**config.mk**
```make
export PLATFORM = sky130hd
export DESIGN_NAME = depth_frame_writer_flat
export DESIGN_NICKNAME = d
export VERILOG_FILES = /design/src/rtl/depth_pkg.sv /design/src/rtl/depth_frame_writer_if.sv /design/src/rtl/pair_fifo.sv /design/src/rtl/depth_frame_writer.sv /design/src/flat_wrapper.sv
export SDC_FILE = /design/constraint.sdc
export NUM_CORES = 1
export LEC_CHECK = 0
export CORE_ASPECT_RATIO = 1.2
export CORE_MARGIN = 4
export CORE_UTILIZATION = 60
export CTS_BUF_LIST = sky130_fd_sc_hd__clkbuf_4
export DETAILED_ROUTE_END_ITERATION = 7
export PLACE_DENSITY = 0.9
export SLEW_MARGIN = 20
export SYNTH_ARGS = -nofsm -noshare
export SYNTH_HDL_FRONTEND = slang
export SYNTH_HIERARCHICAL = 1
export SYNTH_SLANG_ARGS = --single-unit
```
**constraint.sdc**
```tcl
create_clock -name HCLK -period 11.4 [get_ports HCLK]
set_clock_uncertainty 0.05 [all_clocks]
set_input_delay 1.14 -clock HCLK [delete_from_list [all_inputs] [get_ports HCLK]]
set_output_delay 1.14 -clock HCLK [all_outputs]
set_load 0.02 [all_outputs]
```
**src/rtl/depth_pkg.sv**
```systemverilog
// Shared definitions for the depth-map frame writer: state encoding,
// default geometry and the pair-count helper.
package depth_pkg;

  localparam int WIDTH_DEF      = 320;
  localparam int HEIGHT_DEF     = 240;
  localparam int DW_DEF         = 8;
  localparam int ADDR_W_DEF     = 16;
  localparam int FIFO_DEPTH_DEF = 8;

  // Pixel pairs in one frame at the default geometry
  localparam int PAIRS_PER_FRAME = WIDTH_DEF * HEIGHT_DEF / 2;

  typedef enum logic [2:0] {
    ST_IDLE  = 3'd0,
    ST_ARMED = 3'd1,
    ST_FRAME = 3'd2,
    ST_DRAIN = 3'd3,
    ST_DONE  = 3'd4
  } state_t;

  // Pixel pairs in a frame of arbitrary geometry (width must be even)
  function automatic int pairs_per_frame(input int w, input int h);
    return w * h / 2;
  endfunction

endpackage

```
**src/rtl/depth_frame_writer_if.sv**
```systemverilog
// Frame-store write port: one packed pixel pair per accepted request.
interface depth_frame_writer_if
  import depth_pkg::*;
#(
  parameter int ADDR_W = ADDR_W_DEF,
  parameter int DW     = DW_DEF
);

  logic              mem_we;
  logic [ADDR_W-1:0] mem_addr;
  logic [2*DW-1:0]   mem_wdata;
  logic              mem_ready;

  modport master (output mem_we, output mem_addr, output mem_wdata, input mem_ready);
  modport slave  (input mem_we, input mem_addr, input mem_wdata, output mem_ready);

endinterface

```
**src/rtl/pair_fifo.sv**
```systemverilog
// Small synchronous FIFO holding {address, pixel pair} entries. The read
// side shows the head entry combinationally from registered storage and,
// once empty, keeps presenting the most recently popped entry.
module pair_fifo #(
  parameter int FIFO_DEPTH = 8,
  parameter int DATA_W     = 32
) (
  input  logic              HCLK,
  input  logic              HRESET,
  input  logic              push,
  input  logic              pop,
  input  logic              flush,
  input  logic [DATA_W-1:0] wdata,
  output logic [DATA_W-1:0] rdata,
  output logic              full,
  output logic              empty
);

  localparam int AW = $clog2(FIFO_DEPTH);

  logic [DATA_W-1:0] mem_q [FIFO_DEPTH];
  logic [DATA_W-1:0] last_q;
  logic [AW-1:0]     wr_ptr_q;
  logic [AW-1:0]     rd_ptr_q;
  logic [AW:0]       count_q;
  logic              do_push;
  logic              do_pop;

  assign empty   = (count_q == '0);
  assign full    = (count_q == (AW+1)'(FIFO_DEPTH));
  assign do_pop  = pop & ~empty;
  // A full FIFO still takes a push when the head leaves in the same cycle
  assign do_push = push & (~full | do_pop);
  assign rdata   = empty ? last_q : mem_q[rd_ptr_q];

  // Pointer and occupancy bookkeeping; flush empties the FIFO
  always_ff @(posedge HCLK) begin
    if (HRESET || flush) begin
      wr_ptr_q <= '0;
      rd_ptr_q <= '0;
      count_q  <= '0;
    end else begin
      if (do_push) wr_ptr_q <= wr_ptr_q + AW'(1);
      if (do_pop)  rd_ptr_q <= rd_ptr_q + AW'(1);
      count_q <= count_q + (AW+1)'(do_push) - (AW+1)'(do_pop);
    end
  end

  // Entry storage; contents are only meaningful while counted as occupied
  always_ff @(posedge HCLK) begin
    if (do_push) mem_q[wr_ptr_q] <= wdata;
  end

  // Remember the last entry handed out so the outputs hold once empty
  always_ff @(posedge HCLK) begin
    if (HRESET) begin
      last_q <= '0;
    end else if (do_pop) begin
      last_q <= mem_q[rd_ptr_q];
    end
  end

endmodule

```
**src/rtl/depth_frame_writer.sv**
```systemverilog
// Sink for the VSYNC/HSYNC framed depth-map stream. Tracks frame position,
// queues 2-pixel beats and writes them as packed pairs to the frame store,
// reporting completion, dropped beats and aborted frames.
module depth_frame_writer
  import depth_pkg::*;
#(
  parameter int WIDTH      = WIDTH_DEF,
  parameter int HEIGHT     = HEIGHT_DEF,
  parameter int DW         = DW_DEF,
  parameter int ADDR_W     = ADDR_W_DEF,
  parameter int FIFO_DEPTH = FIFO_DEPTH_DEF
) (
  input  logic                 HCLK,
  input  logic                 HRESET,
  input  logic                 VSYNC,
  input  logic                 HSYNC,
  input  logic [DW-1:0]        DATA_0,
  input  logic [DW-1:0]        DATA_1,
  depth_frame_writer_if.master mem,
  output logic                 write_done,
  output logic                 overflow,
  output logic                 frame_abort,
  output logic [7:0]           frame_cnt
);

  localparam int PAIRS   = pairs_per_frame(WIDTH, HEIGHT);
  localparam int ENTRY_W = ADDR_W + 2*DW;
  localparam int COL_W   = $clog2(WIDTH);
  localparam int ROW_W   = $clog2(HEIGHT + 1);

  state_t             state_q;
  state_t             state_d;
  logic [COL_W-1:0]   col_q;
  logic [ROW_W-1:0]   row_q;
  logic [ADDR_W-1:0]  pair_q;

  logic               beat;
  logic               last_beat;
  logic               abort_ev;
  logic               done_ev;
  logic               pop;
  logic               drop;
  logic               fifo_full;
  logic               fifo_empty;
  logic [ENTRY_W-1:0] fifo_rdata;

  // A beat counts only while receiving; VSYNC in the same cycle discards it
  assign beat      = (state_q == ST_FRAME) & HSYNC & ~VSYNC;
  assign last_beat = beat & (pair_q == ADDR_W'(PAIRS - 1));
  assign abort_ev  = VSYNC & ((state_q == ST_FRAME) | (state_q == ST_DRAIN));
  assign done_ev   = (state_q == ST_DRAIN) & ~VSYNC & fifo_empty;
  assign pop       = mem.mem_we & mem.mem_ready;
  assign drop      = beat & fifo_full & ~pop;

  assign mem.mem_we                  = ~fifo_empty;
  assign {mem.mem_addr, mem.mem_wdata} = fifo_rdata;

  pair_fifo #(
    .FIFO_DEPTH (FIFO_DEPTH),
    .DATA_W     (ENTRY_W)
  ) u_fifo (
    .HCLK   (HCLK),
    .HRESET (HRESET),
    .push   (beat),
    .pop    (pop),
    .flush  (abort_ev),
    .wdata  ({pair_q, DATA_1, DATA_0}),
    .rdata  (fifo_rdata),
    .full   (fifo_full),
    .empty  (fifo_empty)
  );

  // Frame state register
  always_ff @(posedge HCLK) begin
    if (HRESET) state_q <= ST_IDLE;
    else        state_q <= state_d;
  end

  // Frame sequencing: VSYNC always re-arms once a frame is under way
  always_comb begin
    state_d = state_q;
    unique case (state_q)
      ST_IDLE:  if (VSYNC) state_d = ST_ARMED;
      ST_ARMED: if (!VSYNC) state_d = ST_FRAME;
      ST_FRAME: begin
        if (VSYNC)          state_d = ST_ARMED;
        else if (last_beat) state_d = ST_DRAIN;
      end
      ST_DRAIN: begin
        if (VSYNC)           state_d = ST_ARMED;
        else if (fifo_empty) state_d = ST_DONE;
      end
      ST_DONE:  if (VSYNC) state_d = ST_ARMED;
      default:  state_d = ST_IDLE;
    endcase
  end

  // Position tracking; the pair counter doubles as the write address
  always_ff @(posedge HCLK) begin
    if (HRESET || state_q == ST_ARMED) begin
      col_q  <= '0;
      row_q  <= '0;
      pair_q <= '0;
    end else if (beat) begin
      pair_q <= pair_q + ADDR_W'(1);
      if (col_q == COL_W'(WIDTH - 2)) begin
        col_q <= '0;
        row_q <= row_q + ROW_W'(1);
      end else begin
        col_q <= col_q + COL_W'(2);
      end
    end
  end

  // Status: completion level, frame counter and sticky error flags
  always_ff @(posedge HCLK) begin
    if (HRESET) begin
      write_done  <= 1'b0;
      overflow    <= 1'b0;
      frame_abort <= 1'b0;
      frame_cnt   <= 8'd0;
    end else begin
      write_done <= (state_d == ST_DONE);
      if (drop)     overflow    <= 1'b1;
      if (abort_ev) frame_abort <= 1'b1;
      if (done_ev)  frame_cnt   <= frame_cnt + 8'd1;
    end
  end

endmodule

```
**src/flat_wrapper.sv**
```systemverilog
// flat-port wrapper written by rule: the top's interface ports become plain ports
module depth_frame_writer_flat import depth_pkg::*;
#(
  parameter int WIDTH      = WIDTH_DEF,
  parameter int HEIGHT     = HEIGHT_DEF,
  parameter int DW         = DW_DEF,
  parameter int ADDR_W     = ADDR_W_DEF,
  parameter int FIFO_DEPTH = FIFO_DEPTH_DEF
)
  (HCLK, HRESET, VSYNC, HSYNC, DATA_0, DATA_1, write_done, overflow, frame_abort, frame_cnt, mem_mem_we, mem_mem_addr, mem_mem_wdata, mem_mem_ready);
  depth_frame_writer_if #(.ADDR_W(ADDR_W), .DW(DW)) mem_i ();
  input  logic HCLK;
  input  logic HRESET;
  input  logic VSYNC;
  input  logic HSYNC;
  input  logic [DW-1:0] DATA_0;
  input  logic [DW-1:0] DATA_1;
  output logic write_done;
  output logic overflow;
  output logic frame_abort;
  output logic [7:0] frame_cnt;
  output wire logic [$bits(mem_i.mem_we)-1:0] mem_mem_we;
  output wire logic [$bits(mem_i.mem_addr)-1:0] mem_mem_addr;
  output wire logic [$bits(mem_i.mem_wdata)-1:0] mem_mem_wdata;
  input wire logic [$bits(mem_i.mem_ready)-1:0] mem_mem_ready;
  assign mem_mem_we = mem_i.mem_we;
  assign mem_mem_addr = mem_i.mem_addr;
  assign mem_mem_wdata = mem_i.mem_wdata;
  assign mem_i.mem_ready = mem_mem_ready;
  depth_frame_writer #(.WIDTH(WIDTH), .HEIGHT(HEIGHT), .DW(DW), .ADDR_W(ADDR_W), .FIFO_DEPTH(FIFO_DEPTH)) u_core (.HCLK(HCLK), .HRESET(HRESET), .VSYNC(VSYNC), .HSYNC(HSYNC), .DATA_0(DATA_0), .DATA_1(DATA_1), .mem(mem_i), .write_done(write_done), .overflow(overflow), .frame_abort(frame_abort), .frame_cnt(frame_cnt));
endmodule
```
==> run_results.csv <==
group,metric,value,unit
status,outcome,"finished clean",
sta,hold_ws,0.441,ns
worst_setup_path,cp-end-kind,"output pin",
sta,setup_violations,0,
power_and_ir_drop,power_leakage,5.07,nW
cts,cts.sinks,331,
sta,fmax,181,MHz
route,drt_iter0_markers,682,
power_and_ir_drop,p_seq_frac,0.411,
flow_run,maxCapViolations,0,
cts,cts_buffer_depth,3,
cts,clk_pin_slew,0.06,ns
cts,numCtsBuffers,80,
placed_design,gp_congestion,0.790,
sta,finalHoldViolations,0,
final_layout,multi_input_area,0.00398,mm^2
die,dieArea,0.0250,mm^2
route,ant_nets,0,
logic_synthesis,synth-async-reset-ratio,0,
worst_setup_path,critical_path.cell_chain,"buf_4, buf_4, mux2i_1, a22oi_1, o221ai_1, o21ai_0, clkdlybuf4s50_1",
worst_setup_path,arrival,4.35,ns
die,initial_core_util,0.616,
placed_design,dp_hpwl,15200,um
route,firstDrtPassIters,5,
final_layout,layout.nets,1033,
grt,track_usage,0.225,
worst_setup_path,critPathSlowestCell,"buf_4",
logic_synthesis,synth-warning-count,6,
logic_synthesis,ys_types,52,
worst_setup_path,cp.depth,7,
logic_synthesis,synth_fp_nets,926,
route,via_per_inst,6.00,
final_layout,layout_commonest_cell,"edfxtp_1",
route,vias,8047,
logic_synthesis,synth_seq_cells,331,
sta,setup-tns-final,0,ns
power_and_ir_drop,p_total,3.40,mW
power_and_ir_drop,p_sw,1.08,mW
grt,grt.overflow.total,0,
logic_synthesis,synth_flop_cell,"edfxtp_1",
logic_synthesis,syn-instance-count,895,
power_and_ir_drop,vdd_ir_drop_max,0.205,mV
power_and_ir_drop,power.density,221,mW/mm^2
cts,cts_resized,0,
route,remaining_drc_errors,0,
grt,antenna_found_initial,1,
logic_synthesis,synth_edf_count,256,
power_and_ir_drop,power_frac_comb,0.299,
worst_setup_path,required,10.21,ns
logic_synthesis,synth.yosys.seq_area_share,0.681,
sta,layout_min_cycle_time,5.54,ns
final_layout,seqCellArea,0.00919,mm^2
cts,cts_hold_buf,0,
logic_synthesis,netlist_area,0.0135,mm^2
worst_setup_path,critPathTopFamily,"buffers and inverters",
final_layout,drive_above_1_share,0.247,
worst_setup_path,reg2reg_depth,13,
power_and_ir_drop,p_int,2.32,mW
cts,cts_setup_buffers,0,
min_path,hold_path_class,"reg2reg",
power_and_ir_drop,power_frac_clock,0.290,
sta,worst_pin_slew,1.07,ns
sta,rsz0062_at_grt,"false",
route,wl_per_cell,21.0,um
grt,grt_pass1_wl,43900,um
placed_design,portBuffers,64,
die,core,0.0219,mm^2
die,die_w,145,um
final_layout,final_cell_mix,"edfxtp_1 (256), clkbuf_4 (111), dfxtp_1 (74)",
worst_setup_path,cp.buffers_inverters,3,
sta,slew_headroom,0.286,
final_layout,fin_util,0.702,
logic_synthesis,avgSynthCellArea,15.1,um^2
route,drt_wl_total,28100,um
worst_setup_path,cp_common_cell,"buf_4",
sta,fin_crit_sh,0.486,
die,rows,59,
grt,grt_pass1_vias,8309,
worst_setup_path,path_max_fanout,67,
final_layout,syn_to_final_growth,14.0,%
die,die_y,172,um
sta,drv_slew,0,
final_layout,fill_cells,1309,
cts,worstSkewPairLatency,0.73,ns
cts,cts_tree,"yes",
cts,cts_max_level,3,
die,io_pins,65,
worst_setup_path,critPathLaunchType,"register",
worst_setup_path,critPathMaxStageDelay,0.83,ns
worst_setup_path,path_class,"reg2out",
placed_design,place_area,0.0143,mm^2
min_path,hold_depth,2,
grt,grt_max_degree,70,
cts,root_buffer,"clkbuf_4",
power_and_ir_drop,swShare,0.319,
final_layout,fin_area,0.0154,mm^2
-- worst reg2reg max path, cell delays in order, from the launching register on --
cell	delay [ns]
dfxtp_1	0.31
inv_1	0.06
ha_1	0.23
nor3b_4	0.16
buf_4	0.34
nor2b_4	0.57
buf_4	0.67
nand2b_1	0.21
o21ai_0	0.12
ha_1	0.20
inv_1	0.06
fa_1	0.38
xor2_1	0.16
nor2_1	0.05
-- through the flow --
stage | setup WS, ns | cells
2_1_floorplan | 5.35 | 895
3_3_place_gp | 6.66 | 1193
3_5_place_dp | 6.52 | 1193
4_1_cts | 5.79 | 1339
5_1_grt | 5.62 | 1341
6_report | 5.86 | 1341
-- sequential cells by signal (all words and copies together) (netlist names), named ones only --
signal and flops:
u_core/u_fifo/mem_q 256, u_core/u_fifo/last_q 32, u_core/pair_q 16, u_core/frame_cnt 8, u_core/u_fifo/count_q 4, u_core/state_q 3
u_core/u_fifo/rd_ptr_q 3, u_core/u_fifo/wr_ptr_q 3, u_core/frame_abort 1, u_core/overflow 1, u_core/write_done 1
-- final cells by class --
type | instances | area share
Multi-Input combinational cell | 497 | 0.259
Inverter | 14 | 0.00342
Antenna cell | 1 | 0.000163
Timing Repair Buffer | 78 | 0.0495
Clock inverter | 35 | 0.0142
Clock buffer | 111 | 0.0542
Sequential cell | 331 | 0.598
Tap cell | 274 | 0.0223
-- synth_stat cells (2+ instances only) --
| master | instances | share of area |
|---|---|---|
| nor2b_1 | 5 | 0.0023 |
| o21ai_0 | 44 | 0.016 |
| o221ai_2 | 15 | 0.017 |
| mux2i_1 | 68 | 0.050 |
| inv_1 | 14 | 0.0039 |
| nor2_1 | 66 | 0.018 |
| a21oi_1 | 13 | 0.0048 |
| nand2_1 | 44 | 0.012 |
| buf_12 | 3 | 0.0044 |
| buf_2 | 13 | 0.0048 |
| edfxtp_1 | 256 | 0.57 |
| nor4bb_1 | 2 | 0.0015 |
| nor3_1 | 10 | 0.0037 |
| a22oi_1 | 30 | 0.017 |
| nand2b_1 | 5 | 0.0023 |
| nand4b_1 | 2 | 0.0013 |
| a211oi_1 | 3 | 0.0017 |
| nand3_1 | 7 | 0.0026 |
| nand4_1 | 7 | 0.0032 |
| o221ai_1 | 14 | 0.0091 |
| xnor2_1 | 16 | 0.010 |
| mux2_2 | 62 | 0.052 |
| clkbuf_1 | 23 | 0.0064 |
| o211ai_1 | 3 | 0.0017 |
| dfxtp_1 | 75 | 0.11 |
| nor4b_1 | 2 | 0.0013 |
| buf_4 | 6 | 0.0033 |
| a211oi_2 | 29 | 0.027 |
| buf_6 | 6 | 0.0050 |
| and3b_1 | 4 | 0.0026 |
| and3_1 | 3 | 0.0014 |
| xor2_1 | 4 | 0.0026 |
| or2_2 | 3 | 0.0014 |
| or4_1 | 2 | 0.0011 |
| or3_1 | 8 | 0.0037 |
| ha_1 | 9 | 0.0083 |
| nor4_1 | 4 | 0.0019 |
-- path summary, 6_finish.rpt --
| path | start | end | slack, ns |
|---|---|---|---|
| max | register | mem_mem_addr[8] | 5.86 |
| min | u_core/frame_abort | u_core/frame_abort | 0.44 |
| max reg2reg | u_core/u_fifo/count_q[2] | u_core/u_fifo/count_q[2] | 7.72 |
| min reg2reg | u_core/frame_abort | u_core/frame_abort | 0.44 |
-- power by group through the flow --
stage / Clock (mW) / Sequential, mW / Combinational [mW]
after floorplan: 0 / 1.40 / 0.758
after global placement: 0 / 1.42 / 0.989
after detailed placement: 0 / 1.42 / 1.01
after CTS: 1.01 / 1.40 / 1.03
after global routing: 1.08 / 1.40 / 1.10
final: 0.987 / 1.40 / 1.02
-- metal layers --
metal / vias up / GRT usage / wire (um)
li1: 3706 / - / -
met1: 3972 / 0.266 / 11000
met2: 314 / 0.399 / 14500
met3: 55 / 0.0527 / 1850
met4: 0 / 0.0992 / 734
met5: - / 0 / 0
-- cells by family after synthesis --
family | synth area share
buffers and inverters | 0.0293
DFF | 0.681
muxes | 0.102
xor gates and xnor gates | 0.0130
and+or+nand+nor | 0.0666
AOI/OAI and AO/OA | 0.0984
adders and majority gates | 0.00983
No activity file was read; power rests on OpenSTA's default activity.
